--- src/rtl/line_buf_if.sv ---
// Line-buffer controller bus.
// Groups the pixel handshake (en_in, flush) and the registered bank-control
// outputs (addresses, per-bank write enables, read bank, read-valid, pulses).
//   master : drives en_in/flush, receives the bank-control outputs
//   slave  : the controller side
interface line_buf_if #(
    parameter int NLINES = 2,
    parameter int AW     = 4,
    parameter int BW     = 1
);
    logic              en_in;
    logic              flush;
    logic [AW-1:0]     wr_addr;
    logic [AW-1:0]     rd_addr;
    logic [NLINES-1:0] web;
    logic [BW-1:0]     rd_bank;
    logic              rd_smp;
    logic              line_end;
    logic              frame_end;

    modport master (
        output en_in, flush,
        input  wr_addr, rd_addr, web, rd_bank, rd_smp, line_end, frame_end
    );

    modport slave (
        input  en_in, flush,
        output wr_addr, rd_addr, web, rd_bank, rd_smp, line_end, frame_end
    );
endinterface

--- src/rtl/line_buf_ctrl.sv ---
// Line-buffer controller for a sliding-window filter.
// Tracks column/row/bank of the incoming pixel stream, writes each pixel to
// the oldest of NLINES line banks and reads the same column from all banks.
// Read-valid (rd_smp) is only raised once NLINES lines are buffered, delayed
// by the RAM read latency RD.
// Ports:
//   clk  : clock, rising edge
//   rst  : asynchronous active-high reset
//   bus  : line_buf_if.slave (en_in, flush in; wr_addr, rd_addr, web,
//          rd_bank, rd_smp, line_end, frame_end out -- all registered)
module line_buf_ctrl #(
    parameter int LINSIZE  = 16,
    parameter int NLINES   = 2,
    parameter int FRMLINES = 16,
    parameter int AW       = 4,
    parameter int BW       = 1,
    parameter int RD       = 3
) (
    input  logic      clk,
    input  logic      rst,
    line_buf_if.slave bus
);
    localparam int RW = (FRMLINES > 1) ? $clog2(FRMLINES) : 1;
    localparam logic [AW-1:0] COL_LAST  = AW'(LINSIZE - 1);
    localparam logic [RW-1:0] ROW_LAST  = RW'(FRMLINES - 1);
    localparam logic [RW-1:0] ROW_FILLD = RW'(NLINES - 1);
    localparam logic [BW-1:0] BANK_LAST = BW'(NLINES - 1);

    typedef enum logic {FILL, STREAM} state_t;

    state_t            state_q, state_d;
    logic [AW-1:0]     col;
    logic [RW-1:0]     row;
    logic [BW-1:0]     bank;
    logic [RD-1:0]     rd_pipe;
    logic [AW-1:0]     wr_addr_q, rd_addr_q;
    logic [NLINES-1:0] web_q;
    logic [BW-1:0]     rd_bank_q;
    logic              line_end_q, frame_end_q;

    logic col_last, frame_last, stream_in;

    assign col_last   = (col == COL_LAST);
    assign frame_last = col_last && (row == ROW_LAST);
    // Only pixels accepted while streaming produce valid window reads.
    assign stream_in  = bus.en_in && !bus.flush && (state_q == STREAM);

    always_ff @(posedge clk or posedge rst) begin
        if (rst) state_q <= FILL;
        else     state_q <= state_d;
    end

    always_comb begin
        state_d = state_q;
        if (bus.flush) begin
            state_d = FILL;
        end else if (bus.en_in && col_last) begin
            if (state_q == FILL && row == ROW_FILLD)
                state_d = STREAM;
            else if (state_q == STREAM && row == ROW_LAST)
                state_d = FILL;
        end
    end

    always_ff @(posedge clk or posedge rst) begin
        if (rst) begin
            col         <= '0;
            row         <= '0;
            bank        <= '0;
            rd_pipe     <= '0;
            wr_addr_q   <= '0;
            rd_addr_q   <= '0;
            web_q       <= '1;
            rd_bank_q   <= '0;
            line_end_q  <= 1'b0;
            frame_end_q <= 1'b0;
        end else if (bus.flush) begin
            col         <= '0;
            row         <= '0;
            bank        <= '0;
            rd_pipe     <= '0;
            wr_addr_q   <= '0;
            rd_addr_q   <= '0;
            web_q       <= '1;
            rd_bank_q   <= '0;
            line_end_q  <= 1'b0;
            frame_end_q <= 1'b0;
        end else begin
            rd_pipe <= (rd_pipe << 1) | RD'(stream_in);
            if (bus.en_in) begin
                wr_addr_q   <= col;
                rd_addr_q   <= col;
                web_q       <= ~(NLINES'(1) << bank);
                rd_bank_q   <= bank;
                line_end_q  <= col_last;
                frame_end_q <= frame_last;
                if (col_last) begin
                    col <= '0;
                    row <= (row == ROW_LAST) ? '0 : row + 1'b1;
                    // A new frame always restarts at bank 0.
                    bank <= (frame_last || bank == BANK_LAST) ? '0 : bank + 1'b1;
                end else begin
                    col <= col + 1'b1;
                end
            end else begin
                web_q       <= '1;
                line_end_q  <= 1'b0;
                frame_end_q <= 1'b0;
            end
        end
    end

    assign bus.wr_addr   = wr_addr_q;
    assign bus.rd_addr   = rd_addr_q;
    assign bus.web       = web_q;
    assign bus.rd_bank   = rd_bank_q;
    assign bus.rd_smp    = rd_pipe[RD-1];
    assign bus.line_end  = line_end_q;
    assign bus.frame_end = frame_end_q;
endmodule
--- src/flat_wrapper.sv ---
// flat-port wrapper written by rule: the top's interface ports become plain ports
module line_buf_ctrl_flat 
#(
    parameter int LINSIZE  = 16,
    parameter int NLINES   = 2,
    parameter int FRMLINES = 16,
    parameter int AW       = 4,
    parameter int BW       = 1,
    parameter int RD       = 3
)
  (clk, rst, bus_en_in, bus_flush, bus_wr_addr, bus_rd_addr, bus_web, bus_rd_bank, bus_rd_smp, bus_line_end, bus_frame_end);
  line_buf_if #(.NLINES(NLINES), .AW(AW), .BW(BW)) bus_i ();
  input  logic clk;
  input  logic rst;
  input wire logic [$bits(bus_i.en_in)-1:0] bus_en_in;
  input wire logic [$bits(bus_i.flush)-1:0] bus_flush;
  output wire logic [$bits(bus_i.wr_addr)-1:0] bus_wr_addr;
  output wire logic [$bits(bus_i.rd_addr)-1:0] bus_rd_addr;
  output wire logic [$bits(bus_i.web)-1:0] bus_web;
  output wire logic [$bits(bus_i.rd_bank)-1:0] bus_rd_bank;
  output wire logic [$bits(bus_i.rd_smp)-1:0] bus_rd_smp;
  output wire logic [$bits(bus_i.line_end)-1:0] bus_line_end;
  output wire logic [$bits(bus_i.frame_end)-1:0] bus_frame_end;
  assign bus_i.en_in = bus_en_in;
  assign bus_i.flush = bus_flush;
  assign bus_wr_addr = bus_i.wr_addr;
  assign bus_rd_addr = bus_i.rd_addr;
  assign bus_web = bus_i.web;
  assign bus_rd_bank = bus_i.rd_bank;
  assign bus_rd_smp = bus_i.rd_smp;
  assign bus_line_end = bus_i.line_end;
  assign bus_frame_end = bus_i.frame_end;
  line_buf_ctrl #(.LINSIZE(LINSIZE), .NLINES(NLINES), .FRMLINES(FRMLINES), .AW(AW), .BW(BW), .RD(RD)) u_core (.clk(clk), .rst(rst), .bus(bus_i));
endmodule
--- config.mk ---
export PLATFORM = sky130hd
export DESIGN_NAME = line_buf_ctrl_flat
export DESIGN_NICKNAME = d
export VERILOG_FILES = /design/src/rtl/line_buf_if.sv /design/src/rtl/line_buf_ctrl.sv /design/src/flat_wrapper.sv
export SDC_FILE = /design/constraint.sdc
export NUM_CORES = 1
export LEC_CHECK = 0
export ABC_CLOCK_PERIOD_IN_PS = 1800
export BUFFER_PORTS_ARGS = -buffer_cell sky130_fd_sc_hd__buf_2
export CORE_ASPECT_RATIO = 0.75
export CORE_MARGIN = 1.5
export CORE_UTILIZATION = 39
export DETAILED_ROUTE_END_ITERATION = 12
export PLACE_DENSITY = 0.61
export SYNTH_ARGS = -nofsm -noshare
export SYNTH_HDL_FRONTEND = slang
export SYNTH_SLANG_ARGS = --single-unit
--- constraint.sdc ---
create_clock -name clk -period 1.8 [get_ports clk]
set_input_delay 0.18 -clock clk [delete_from_list [all_inputs] [get_ports clk]]
set_output_delay 0.18 -clock clk [all_outputs]
set_load 0.02 [all_outputs]
==> flow_summary.toml <==
[run_status]
outcome = "finished, final reports clean"

[worst_setup_path]
cp_top_family = "simple AND/OR/NAND/NOR gates"
cpPeakStageDelay_ns = 0.43
r2r-start = "u_core.col[0]$_DFFE_PP0P_"
crit_slowest_cell = "dfrtp_1"
cp_max_fo = 9
end_kind = "flop"
crit_type = "flop to flop"
cp.required_ns = 2.04
arrival_ns = 1.76
crit_chain = "ha_1 -> nand4_4 -> or3_1 -> a31oi_1"
critPathLaunch = "u_core.col[0]$_DFFE_PP0P_"
worst-path-buf-inv = 0
crit_path_start_kind = "flop"

[floorplan]
die_x_um = 61.35
initial_core_util = 0.4212
core_area_mm2 = 0.002365
die-area_mm2 = 0.002869
die_h_um = 46.77
rows = 15
io_pins = 18

[clock_tree]
cts_resized = 0
cts_setup_buffers = 0
path_clk_slew_ns = 0.12
h-tree-depth = 1
cts_tree = "yes"
clk_latency_ns = 0.31
ctsHoldBuffers = 1
cts-root-buf = "clkbuf_4"
cts_buffers = 3
ctsLongestPathBuffers = 2
clock_sinks = 22

[sta]
timing.final.crit_share = 0.8480
slew_viol_final = 0
layout_min_cycle_time_ns = 1.526
fmax_mhz = 655.1
hold_viol = 0
worstMarginPinSlew_ns = 0.4177
clock-skew-final_ns = 0.003371
relSlewSlack = 0.7215
finalSetupViolations = 0
fin_ws_ns = 0.2736
tns_ns = 0
rsz0062_at_grt = "false"
holdWs_ns = 0.2852

[layout]
drive_above_1_share = 0.2642
nNetsFinal = 114
area_delta_synth_final_pct = 14.95
diodes = 0
final_core_util = 0.4841

[placed_design]
portBuffers = 17
post-dp-hpwl_um = 1110
place_ws_ns = 0.2723
gp_congestion = 0.7014

[synth]
synth_sequential_area_ratio = 0.5553
yosysUniqueCellTypes = 28
syn_nets = 97
ys_ff_latch = 22
avgSynthCellArea_um2 = 11.07
syn-cell-area_um2 = 996.0
yosys_warnings = 0
synthCells = 90

[power_and_ir_drop]
p_seq_frac = 0.539
ir_drop_mv = 0.4943
p_int_uw = 753.6
swShare = 0.2117
p_sw_uw = 202.3
clockPowerShare = 0.392
p_per_area_mw_per_mm2 = 835.0
leakage_nw = 0.5565
p_total_uw = 955.9
combPwrFrac = 0.069

[detailed_routing]
avgViaCountPerCell = 4.750
drc_errors = 0
routed-via-count = 665
firstDrtPassIters = 4
wire_per_inst_um = 11.54
final_antenna_net_count = 0
drt_iter0_markers = 27
wl_um = 1615

[flow_run]
cap_violations = 0

[grt]
grt_overflow = 0
grt_pass1_wl_um = 2691
grt.total_usage = 0.1344
grt_pass1_vias = 587
grt_max_degree = 24
antenna_found_initial = 0

[worst_hold_path]
min_from = "bus_flush"
worstHoldPathType = "input port to flop"
[layout by cell type, fill, tap and decap left out, types with 3 or more instances in the layout]
cell type | synthesis | final
inv_1 | 3 | 3
dfrtp_1 | 20 | 20
nand3_1 | 4 | 4
ha_1 | 3 | 3
nand2_1 | 7 | 7
clkbuf_4 | 0 | 3
o21ai_0 | 3 | 3
mux2i_1 | 5 | 5
or3_1 | 3 | 3
buf_2 | 0 | 17
nor2b_1 | 4 | 4
nor2_1 | 10 | 10
a21oi_1 | 4 | 4
[metrics by stage]
step	instances	instance area [um^2]
floorplan	90	996.0
global placement	135	1082
detailed placement	135	1082
CTS	140	1145
global route	140	1145
finish	140	1145
[worst reg2reg max path, cell delays in order, from the launching register on]
cell and delay (ns):
dfrtp_1 0.43, ha_1 0.29, nand4_4 0.18, or3_1 0.39
a31oi_1 0.17
[path summary, 6_finish.rpt]
check | endpoint | depth (start not counted) | slack, ns
max | u_core.row[3]$_DFFE_PP0P_ | 4 | 0.27
min | u_core.bus.wr_addr[0]$_DFFE_PP0P_ | 2 | 0.29
max reg2reg | u_core.row[3]$_DFFE_PP0P_ | 4 | 0.27
min reg2reg | u_core.rd_pipe[1]$_DFF_PP0_ | 1 | 0.47
max in group asynchronous | u_core.bus.web[0]$_DFF_PP1_ | 4 | 1.10
min in group asynchronous | u_core.bus.rd_bank$_DFFE_PP0P_ | 4 | 0.43
[synth_stat cells]
| cell type | instances | area share |
|---|---|---|
| nor2b_1 | 4 | 0.025 |
| nand3b_1 | 2 | 0.015 |
| xnor2_1 | 1 | 0.0088 |
| buf_1 | 1 | 0.0038 |
| a211oi_1 | 1 | 0.0075 |
| inv_1 | 3 | 0.011 |
| o21ai_0 | 3 | 0.015 |
| buf_6 | 1 | 0.011 |
| nor2_1 | 10 | 0.038 |
| a31oi_1 | 1 | 0.0063 |
| clkbuf_1 | 1 | 0.0038 |
| nand4_4 | 1 | 0.021 |
| and2_1 | 1 | 0.0063 |
| dfstp_2 | 2 | 0.053 |
| mux2i_1 | 5 | 0.050 |
| nand3_1 | 4 | 0.020 |
| o21ai_1 | 1 | 0.0050 |
| nor3_1 | 1 | 0.0050 |
| a21oi_1 | 4 | 0.020 |
| buf_4 | 4 | 0.030 |
| and4_4 | 1 | 0.011 |
| ha_1 | 3 | 0.038 |
| dfrtp_1 | 20 | 0.50 |
| nand2_1 | 7 | 0.026 |
| nand2b_1 | 2 | 0.013 |
| o31ai_2 | 2 | 0.025 |
| or3_1 | 3 | 0.019 |
| xor2_1 | 1 | 0.0088 |
[power by group through the flow]
stage	clock (mW)	combinational (mW)	sequential, mW
3_3_place_gp	0	0.0646	0.524
6_report	0.374	0.0659	0.516
5_1_grt	0.408	0.0750	0.518
2_1_floorplan	0	0.0465	0.528
3_5_place_dp	0	0.0660	0.525
4_1_cts	0.390	0.0675	0.516
[layer usage]
layer | routed length, um | track usage
met1 | 848 | 0.1976
met2 | 660 | 0.1872
met3 | 93 | 0.04959
met4 | 12 | 0.03830
met5 | 0 | 0
[area by class of cell]
cell class                 count  area, um^2
sequential                    22       553.0
clock buffer                   3       22.52
timing repair buffer          19       102.6
tap                           34       42.54
fill                         233        1220
multi-input combinational     58       382.9
inverter                       3       11.26
clock inverter                 1       30.03
[cells by family after synthesis]
family	after synthesis	share of synthesized area
AOI/OAI and AO/OA	12	0.07914
xor gates and xnor gates	2	0.01759
muxes	5	0.05025
and+or+nand+nor	36	0.1997
DFF	22	0.5553
buffers and inverters	10	0.06029
adders and majority gates	3	0.03769
[registers in the layout, indices dropped and copies added, names as in the netlist]
name,flops
u_core.bus.web,2
u_core.bus.line_end,1
u_core.state_q,1
u_core.bus.frame_end,1
u_core.bus.wr_addr,4
u_core.rd_pipe,3
u_core.bus.rd_bank,1
u_core.bank,1
u_core.col,4
u_core.row,4
Note: power is estimated with default switching activity, not from simulation.
